File: src/rtl/serial_add_ctrl.sv
// Bit-serial add/subtract sequencer driving one external combinational full adder,
// LSB first, with a start/busy/done handshake and carry/overflow reporting.
module serial_add_ctrl #(
  parameter int unsigned WIDTH = 8
) (
  input  logic             clk,
  input  logic             reset,
  input  logic             start,
  input  logic             sub,
  input  logic [WIDTH-1:0] a,
  input  logic [WIDTH-1:0] b,
  input  logic             cin,
  output logic             fa_a,
  output logic             fa_b,
  output logic             fa_cin,
  input  logic             fa_s,
  input  logic             fa_cout,
  output logic             busy,
  output logic             done,
  output logic [WIDTH-1:0] sum,
  output logic             cout,
  output logic             overflow
);

  localparam int unsigned CNT_W = $clog2(WIDTH);
  localparam logic [CNT_W-1:0] LAST_BIT = CNT_W'(WIDTH - 1);

  typedef enum logic [1:0] {
    IDLE = 2'd0,
    RUN  = 2'd1,
    DONE = 2'd2
  } state_t;

  state_t           state, state_nxt;
  logic [CNT_W-1:0] count, count_nxt;
  logic             carry, carry_nxt;
  logic [WIDTH-1:0] a_sh, a_sh_nxt;
  logic [WIDTH-1:0] b_sh, b_sh_nxt;
  // Holds the WIDTH-1 bits already produced; the last bit comes straight from fa_s.
  logic [WIDTH-2:0] sum_sh, sum_sh_nxt;
  logic [WIDTH-1:0] sum_nxt;
  logic             cout_nxt;
  logic             overflow_nxt;
  logic             busy_nxt;
  logic             done_nxt;
  logic [WIDTH-1:0] sum_cat_c;

  assign fa_a      = a_sh[0];
  assign fa_b      = b_sh[0];
  assign fa_cin    = carry;
  assign sum_cat_c = {fa_s, sum_sh};

  // Next-state and datapath update.
  always_comb begin
    state_nxt    = state;
    count_nxt    = count;
    carry_nxt    = carry;
    a_sh_nxt     = a_sh;
    b_sh_nxt     = b_sh;
    sum_sh_nxt   = sum_sh;
    sum_nxt      = sum;
    cout_nxt     = cout;
    overflow_nxt = overflow;
    busy_nxt     = 1'b0;
    done_nxt     = 1'b0;

    case (state)
      IDLE, DONE: begin
        if (start) begin
          a_sh_nxt   = a;
          b_sh_nxt   = sub ? ~b : b;
          carry_nxt  = sub ? 1'b1 : cin;
          count_nxt  = '0;
          sum_sh_nxt = '0;
          busy_nxt   = 1'b1;
          state_nxt  = RUN;
        end else begin
          state_nxt = IDLE;
        end
      end

      RUN: begin
        sum_sh_nxt = sum_cat_c[WIDTH-1:1];
        carry_nxt  = fa_cout;
        a_sh_nxt   = {1'b0, a_sh[WIDTH-1:1]};
        b_sh_nxt   = {1'b0, b_sh[WIDTH-1:1]};
        count_nxt  = count + CNT_W'(1);
        busy_nxt   = 1'b1;
        // MSB slice: carry in vs carry out gives signed overflow.
        if (count == LAST_BIT) begin
          sum_nxt      = sum_cat_c;
          cout_nxt     = fa_cout;
          overflow_nxt = fa_cin ^ fa_cout;
          busy_nxt     = 1'b0;
          done_nxt     = 1'b1;
          state_nxt    = DONE;
        end
      end

      default: begin
        state_nxt = IDLE;
      end
    endcase
  end

  // State and output registers; synchronous reset dominates.
  always_ff @(posedge clk) begin
    if (reset) begin
      state    <= IDLE;
      count    <= '0;
      carry    <= 1'b0;
      a_sh     <= '0;
      b_sh     <= '0;
      sum_sh   <= '0;
      sum      <= '0;
      cout     <= 1'b0;
      overflow <= 1'b0;
      busy     <= 1'b0;
      done     <= 1'b0;
    end else begin
      state    <= state_nxt;
      count    <= count_nxt;
      carry    <= carry_nxt;
      a_sh     <= a_sh_nxt;
      b_sh     <= b_sh_nxt;
      sum_sh   <= sum_sh_nxt;
      sum      <= sum_nxt;
      cout     <= cout_nxt;
      overflow <= overflow_nxt;
      busy     <= busy_nxt;
      done     <= done_nxt;
    end
  end

endmodule

File: config.mk
export PLATFORM = sky130hd
export DESIGN_NAME = serial_add_ctrl
export DESIGN_NICKNAME = d
export VERILOG_FILES = /design/src/rtl/serial_add_ctrl.sv
export SDC_FILE = /design/constraint.sdc
export NUM_CORES = 1
export LEC_CHECK = 0
export CORE_UTILIZATION = 56
export CTS_BUF_LIST = sky130_fd_sc_hd__clkbuf_4 sky130_fd_sc_hd__clkbuf_8
export DETAILED_ROUTE_END_ITERATION = 16
export PLACE_DENSITY = 0.88
export SLEW_MARGIN = 20
export SYNTH_ARGS = -nofsm -noshare
export SYNTH_HDL_FRONTEND = slang
export SYNTH_SLANG_ARGS = --single-unit
File: constraint.sdc
create_clock -name clk -period 2.6 [get_ports clk]
set_clock_uncertainty 0.05 [all_clocks]
set_input_delay 0.39 -clock clk [delete_from_list [all_inputs] [get_ports clk]]
set_output_delay 0.39 -clock clk [all_outputs]
set_load 0.005 [all_outputs]
# Word-level counts from Yosys, hierarchy flattened
# Index checks and enable logic that the tools add are counted.
[totals] register_bits=41 in_bits=23 wordCells=45
[classes] add_sub_neg=1 n_eq_ne=5 muxes=19 bitwise_logic=3 reduce_logical=6
[op_table] cell="one-hot mux 8 bit (2 select lines)" n=2
[op_table] cell="2-to-1 mux 8 bit" n=3
[op_table] cell="one-hot mux 7 bit (2 select lines)" n=1
[op_table] cell="inverter 8 bit" n=1
[op_table] cell="2-to-1 mux 7 bit" n=1
[op_table] cell="2-to-1 mux 1 bit" n=6
[op_table] cell="one-hot mux 3 bit (2 select lines)" n=1
[op_table] cell="!= test 2 bit (second input constant)" n=2
[op_table] cell="one-hot mux 1 bit (2 select lines)" n=2
[op_table] cell="one-hot mux 2 bit (2 select lines)" n=1
[op_table] cell="AND reduction 2 bit" n=2
[op_table] cell="OR reduction 2 bit" n=2
[op_table] cell="adder 3 x 1 -> 3 bit (second input constant)" n=1
[op_table] cell="equality test 3 bit (second input constant)" n=1
[op_table] cell="2-to-1 mux 3 bit" n=1
[op_table] cell="equality test 2 x 1 -> 1 bit (second input constant)" n=1
[op_table] cell="equality test 2 bit (second input constant)" n=1
[op_table] cell="logical NOT 2 bit" n=1
[op_table] cell="2-to-1 mux 2 bit" n=1
[op_table] cell="nonzero test 2 bit" n=1
[op_table] cell="inverter 1 bit" n=1
[op_table] cell="XOR 1 bit" n=1

# Depth between registers and ports, before layout
# Gate-level depths: netlist of run 1.
[depth] word_depth=4 depth_mapped=6 ltp_nobuf=5

# Worst setup path before layout of run 1
# OpenSTA, ideal clock, no wires.
[synth_path] path_kind="flip-flop to flip-flop" start="reg count[0]" end="reg sum[3]" setup_time_ps=71 arrival_time_ps=1234 slack_ps=1244 stages_incl_launch_ff=7 cell_sequence="dfxtp_1 ha_1 ha_1 nand3b_1 clkbuf_1 nand2_1 a21oi_1"
[synth_between] elab_chain_cells=2
[synth_rtl] element="from (decl)" line_no="35" text="logic [CNT_W-1:0] count, count_nxt;"
[synth_rtl] element="from (signal assigned)" line_no="122" text="count <= count_nxt;"
[synth_rtl] element="equality test 3 bit" line_no="90" text="if (count == LAST_BIT) begin"
[synth_rtl] element="AND reduction 2 bit (no line)"
[synth_rtl] element="to (signal assigned)" line_no="127" text="sum <= sum_nxt;"
[synth_rtl] element="to (decl)" line_no="20" text="output logic [WIDTH-1:0] sum,"
# Every way passes these cells.
# A chain may end at the register's enable or synchronous reset.

# Worst setup path in the final report of run 1
[layout_path] start="reg carry (netlist: fa_cin)" end="out fa_cin"
[layout_rtl] element="from (decl)" line_no="36" text="logic carry, carry_nxt;"
[layout_rtl] element="from (signal assigned)" line_no="123" text="carry <= carry_nxt;"
[layout_rtl] element="to (decl)" line_no="15" text="output logic fa_cin,"
# No word-level cell between the ends.

==> qor.yml, run 1 <==
slew_headroom_pct: 44.5
first_global_vias: 1467
vias: 1499
ff2ff_setup_slack_ns: 1.00
synthCells: 193
multi_input_area_um2: 786
synth_seq_cells: 41
yosys_warnings: 0
peakVddDrop_v: 0.000454
grtUsageMet1_pct: 27.2
ctsResizeCount: 0
dr.pass1.iters: 4
fp.coreArea_um2: 2880
cts_tree: "built"
wire_per_inst_um: 14.0
htree_levels: 2
post-cts-setup-buffers: 0
grt_usage_pct: 23.9
cts_inserted_buffers: 5
hp-class: "reg -> reg"
fmax_mhz: 592
drt_first_iter_violations: 80
intPower_w: 0.000889
drc: 0
routed_wl_um: 3730
power_density_nw_per_um2: 556
die_h_um: 58.1
die_area_um2: 3380
synth_seq_area_share_pct: 46.6
syn_nets: 218
nets: 248
place.gp.congestion: 0.787
viasPerCell: 5.64
postCtsHoldBufs: 0
cp-start-kind: "flop"
row_count: 19
fillers: 217
grt.overflow.total: 0
cts_root_buf: "clkbuf_4"
synth_cell_types: 27
slowest_delay_ns: 0.51
min_period_ns: 1.69
slew_violations: 0
cp_data_required_time_ns: 2.16
grt_first_pass_wirelength_um: 6110
setup_violations: 0
regArea_um2: 821
grt_use_met2_pct: 41.1
crit_slowest_cell: "clkdlybuf4s50_1"
critPathMaxFanout: 3
grtUsageMet3_pct: 5.36
critPathTopFamily: "buffers and inverters"
postLayoutCellArea_um2: 2140
die_x_um: 58.1
io_buffer_count: 37
clkLatencyLatePin_ns: 0.35
avgSynthCellArea_um2: 9.13
power.switching_w: 0.000300
io_pins: 38
ant_nets: 0
min_period_over_period_pct: 65.0
p_comb_share_pct: 13.9
syn_area_um2: 1760
worstPathArrival_ns: 1.25
tightestPinTransition_ns: 0.832
drive_gt1_share_pct: 12.1
power_leakage_nw: 0.735
antenna_found_initial: 0
outcome: "finished, final reports clean"
cts_sinks: 41
seq_power_share_pct: 56.3
report.final.hold_viol_count: 0
syn_to_final_growth_pct: 21.2
grt_max_degree: 42
antenna_cells: 0
cp-end-kind: "primary output"
hpwl_um: 2490
crit_chain: "clkdlybuf4s50_1"
final_cell_mix: "41 x dfxtp_1, 37 x clkdlybuf4s50_1, 30 x nand2_1, 30 x a21oi_1, 19 x nand3_1"
placed_cell_area_um2: 2070
swShare_pct: 25.3
cts.clk_slew.worst_paths_ns: 0.11
path_class: "reg -> out"
maxCapViolCount: 0
power_frac_clock_pct: 29.8
top_usage_layer: "met2"
initial_utilization_pct: 61.3
rsz0062_at_grt: "false"
final_common_cell: "dfxtp_1"
setup_tns_ns: 0
cts_max_path_buffers: 2
critical_path_buf_inv_count: 1
==> cell usage after synthesis <==
library cell  number  area share (%)
buf_8              1            0.85
a21oi_2            5             2.5
and3b_2            1            0.57
a211oi_1           1            0.43
o21a_1             1            0.43
nand2b_1           3             1.1
buf_12             2             2.3
nand3_1           19             5.4
buf_2              3            0.85
nor2b_1            1            0.36
xor2_1             8             4.0
xnor2_1            1            0.50
nand3b_1           1            0.43
buf_6              3             1.9
nand2_1           30             6.4
o21ai_0            1            0.28
a21oi_1           30             8.5
a31oi_1            1            0.36
dfxtp_1           41              47
a22oi_1           14             6.0
and2b_1            1            0.43
clkbuf_1           5             1.1
nand3_2            8             4.5
buf_1              1            0.21
nor2_1             5             1.1
buf_4              4             1.7
ha_1               2             1.4
==> registers in the layout (all words and copies together), names as in the netlist <==
register,count
cout,1
sum,8
busy,1
count,3
fa_cin,1
overflow,1
a_sh,8
done,1
sum_sh,7
b_sh,8
state,2
==> tightest hold or removal path, stage by stage, from the launching register on <==
cell and delay [ns]:
dfxtp_1 0.33, nand2_1 0.05, a21oi_1 0.05
==> worst paths after layout <==
| check | start | to | depth (start not counted) |
|---|---|---|---|
| max | fa_cin$_SDFFE_PP0P_ | fa_cin | 1 |
| min | sum[4]$_SDFFE_PP0P_ | sum[4]$_SDFFE_PP0P_ | 2 |
| max reg2reg | state[0]$_SDFFE_PP0P_ | b_sh[2]$_SDFFE_PP0P_ | 3 |
| min reg2reg | sum[4]$_SDFFE_PP0P_ | sum[4]$_SDFFE_PP0P_ | 2 |
==> metrics by stage <==
step                      total power [W]  instances  utilization (%)  hold WS (ns)  setup WS (ns)
after CTS                         0.00119        266             74.3         0.417          0.892
after floorplan                  0.000802        193                -         0.382           1.24
after detailed placement         0.000848        258             71.9         0.400          0.811
after global routing              0.00124        266             74.3         0.438          0.856
after global placement           0.000840        258             71.9         0.395          0.856
final                             0.00119        266             74.3         0.412          0.910
==> routing by layer <==
metal	share of wire [%]	vias up
met5	0	-
met4	3.0	0
met3	5.3	12
met2	49	47
met1	43	716
li1	-	724
==> cells by family (layout without fill, tap and decap cells) <==
kind of cell,Yosys count,count (layout),share of synthesized area (%)
DFF,41,41,46.6
AOI/OAI and AO/OA,53,53,18.5
buffers and inverters,19,50,8.87
and+or+nand+nor,69,69,20.2
adders and majority gates,2,2,1.42
xor gates and xnor gates,9,9,4.47
==> power groups by stage <==
stage / Combinational (W) / Sequential (W) / Clock [W]
2_1_floorplan: 0.000121 / 0.000681 / 0
3_3_place_gp: 0.000158 / 0.000682 / 0
3_5_place_dp: 0.000164 / 0.000684 / 0
4_1_cts: 0.000165 / 0.000670 / 0.000360
5_1_grt: 0.000180 / 0.000673 / 0.000383
6_report: 0.000165 / 0.000670 / 0.000354
==> layout make-up <==
| class | count | area share (%) |
|---|---|---|
| Multi-Input combinational cell | 133 | 36.8 |
| Tap cell | 42 | 2.46 |
| Sequential cell | 41 | 38.4 |
| Clock inverter | 1 | 0.234 |
| Clock buffer | 7 | 3.04 |
| Timing Repair Buffer | 42 | 19.1 |
Note: power is estimated with default switching activity, not from simulation.
==> inputs of run 2 (changes only) <==
Settings changed: CORE_UTILIZATION 56 to 47, PLACE_DENSITY 0.88 to 0.79.
Clock period 2.6 ns to 1.5 ns, I/O delays scaled along.
==> run 2 against run 1 <==
Via count down 2.5%. Power up 94%. Sequential power up 73%. Highest routed layer unchanged. Largest cell class unchanged.
==> qor.yml, run 2 (synthesized netlist as in run 1, its figures left out) <==
peakVddDrop_v: 0.000619
io_pins: 38
io_buffer_count: 37
slew_headroom_pct: 86.1
rsz0062_at_grt: "false"
setup_ws_ns: 0.0624
dr.pass1.iters: 4
hp-class: "reg -> reg"
power_density_nw_per_um2: 1020
first_global_vias: 1357
report.final.hold_viol_count: 0
die_h_um: 63.2
postCtsHoldBufs: 0
slew_violations: 0
die_area_um2: 4000
final_common_cell: "dfxtp_1"
critical_path_buf_inv_count: 1
r2r-end: "sum[6]$_SDFFE_PP0P_"
antenna_found_initial: 0
routed_wl_um: 3550
drive_gt1_share_pct: 16.1
drt_first_iter_violations: 145
placed_cell_area_um2: 2130
fmax_mhz: 696
row_count: 21
crit_slowest_cell: "clkdlybuf4s50_1"
utilization_pct: 65.2
min_path_cells: 2
viasPerCell: 5.30
critPathTopFamily: "buffers and inverters"
cp-start-kind: "flop"
rr_worst_depth: 6
reg_top3: "a_sh: 8 flops, b_sh: 8 flops, sum: 8 flops"
crit_chain: "clkdlybuf4s50_1"
outcome: "finished, final reports clean"
fillers: 311
cts_tree: "built"
hpwl_um: 2220
min_period_ns: 1.44
wire_per_inst_um: 12.9
path_class: "reg -> out"
clkLatencyLatePin_ns: 0.29
setup_tns_ns: 0
syn_to_final_growth_pct: 28.2
grt_max_degree: 42
tightestPinTransition_ns: 0.208
cts.clk_slew.worst_paths_ns: 0.07
min_period_over_period_pct: 95.8
cp-end-kind: "primary output"
regArea_um2: 825
final_cell_mix: "38 x dfxtp_1, 37 x clkdlybuf4s50_1, 30 x nand2_1, 30 x a21oi_1, 19 x nand3_1"
timing.rr.start: "count[0]$_SDFFE_PP0P_"
cts_max_path_buffers: 2
setup_violations: 0
htree_levels: 2
antenna_cells: 0
place.gp.congestion: 0.738
cts_root_buf: "clkbuf_8"
postLayoutCellArea_um2: 2260
maxCapViolCount: 0
grt_usage_pct: 19.4
ant_nets: 0
cp_data_required_time_ns: 1.22
worstPathArrival_ns: 1.16
nets: 255
hold-path-endpoint: "sum[4]$_SDFFE_PP0P_"
fp.coreArea_um2: 3470
multi_input_area_um2: 788
die_x_um: 63.2
cts_inserted_buffers: 5
hp-start: "sum[4]$_SDFFE_PP0P_"
vias: 1462
critPathMaxFanout: 2
initial_utilization_pct: 50.8
grt_first_pass_wirelength_um: 6090
grt.overflow.total: 0
pre_cts_slack_ns: 0.0468
ff2ff_setup_slack_ns: 0.10
drc: 0
cts_sinks: 41
slowest_delay_ns: 0.51
power_leakage_nw: 0.791
[run 2: worst max-delay path by stage]
stage | from | to | slack [ns] | cells past startpoint
floorplan | count[0]$_SDFFE_PP0P_ | sum[3]$_SDFFE_PP0P_ | 0.14 | 6
global placement | start | a_sh[6]$_SDFFE_PP0P_ | 0.09 | 5
detailed placement | start | a_sh[6]$_SDFFE_PP0P_ | 0.05 | 5
CTS | fa_cin$_SDFFE_PP0P_ | fa_cin | 0.004 | 1
global route | count[1]$_SDFFE_PP0P_ | overflow$_SDFFE_PP0P_ | 0.02 | 5
finish | b_sh[0]$_SDFFE_PP0P_ | fa_b | 0.06 | 1
[run 2: what timing repair did]
| item | CTS | global route |
|---|---|---|
| gates resized for setup | 0 | 4 |
| setup buffers | 0 | 3 |
| endpoints found under the setup margin | 0 | 2 |
[run 2: metal layers]
layer	up-vias	track usage, %	routed length (um)
met5	-	0	0
met4	0	7.39	32
met3	4	5.62	172
met2	39	32.7	1730
met1	684	23.1	1620
li1	735	-	-
[run 2: report_power, final]
part / leakage (nW) / internal [W] / total (W) / switching [W]
Sequential: 0.335 / 0.00113 / 0.00116 / 0.0000291
Combinational: 0.401 / 0.000152 / 0.000306 / 0.000154
Clock: 0.0540 / 0.000483 / 0.000837 / 0.000354
[run 2: stage by stage]
stage	instances	total power (W)	hold slack, ns
global placement	266	0.00149	0.394
CTS	273	0.00232	0.407
finish	276	0.00231	0.404
global route	276	0.00242	0.427
floorplan	193	0.00139	0.311
detailed placement	266	0.00149	0.397
[run 2: layout make-up]
type / count / share of cell area, %
clock buffers: 5 / 3.05
clock inverters: 2 / 1.55
multi-input cells: 133 / 34.9
flip-flops and latches: 41 / 36.5
well taps: 46 / 2.55
repair buffers: 49 / 21.5
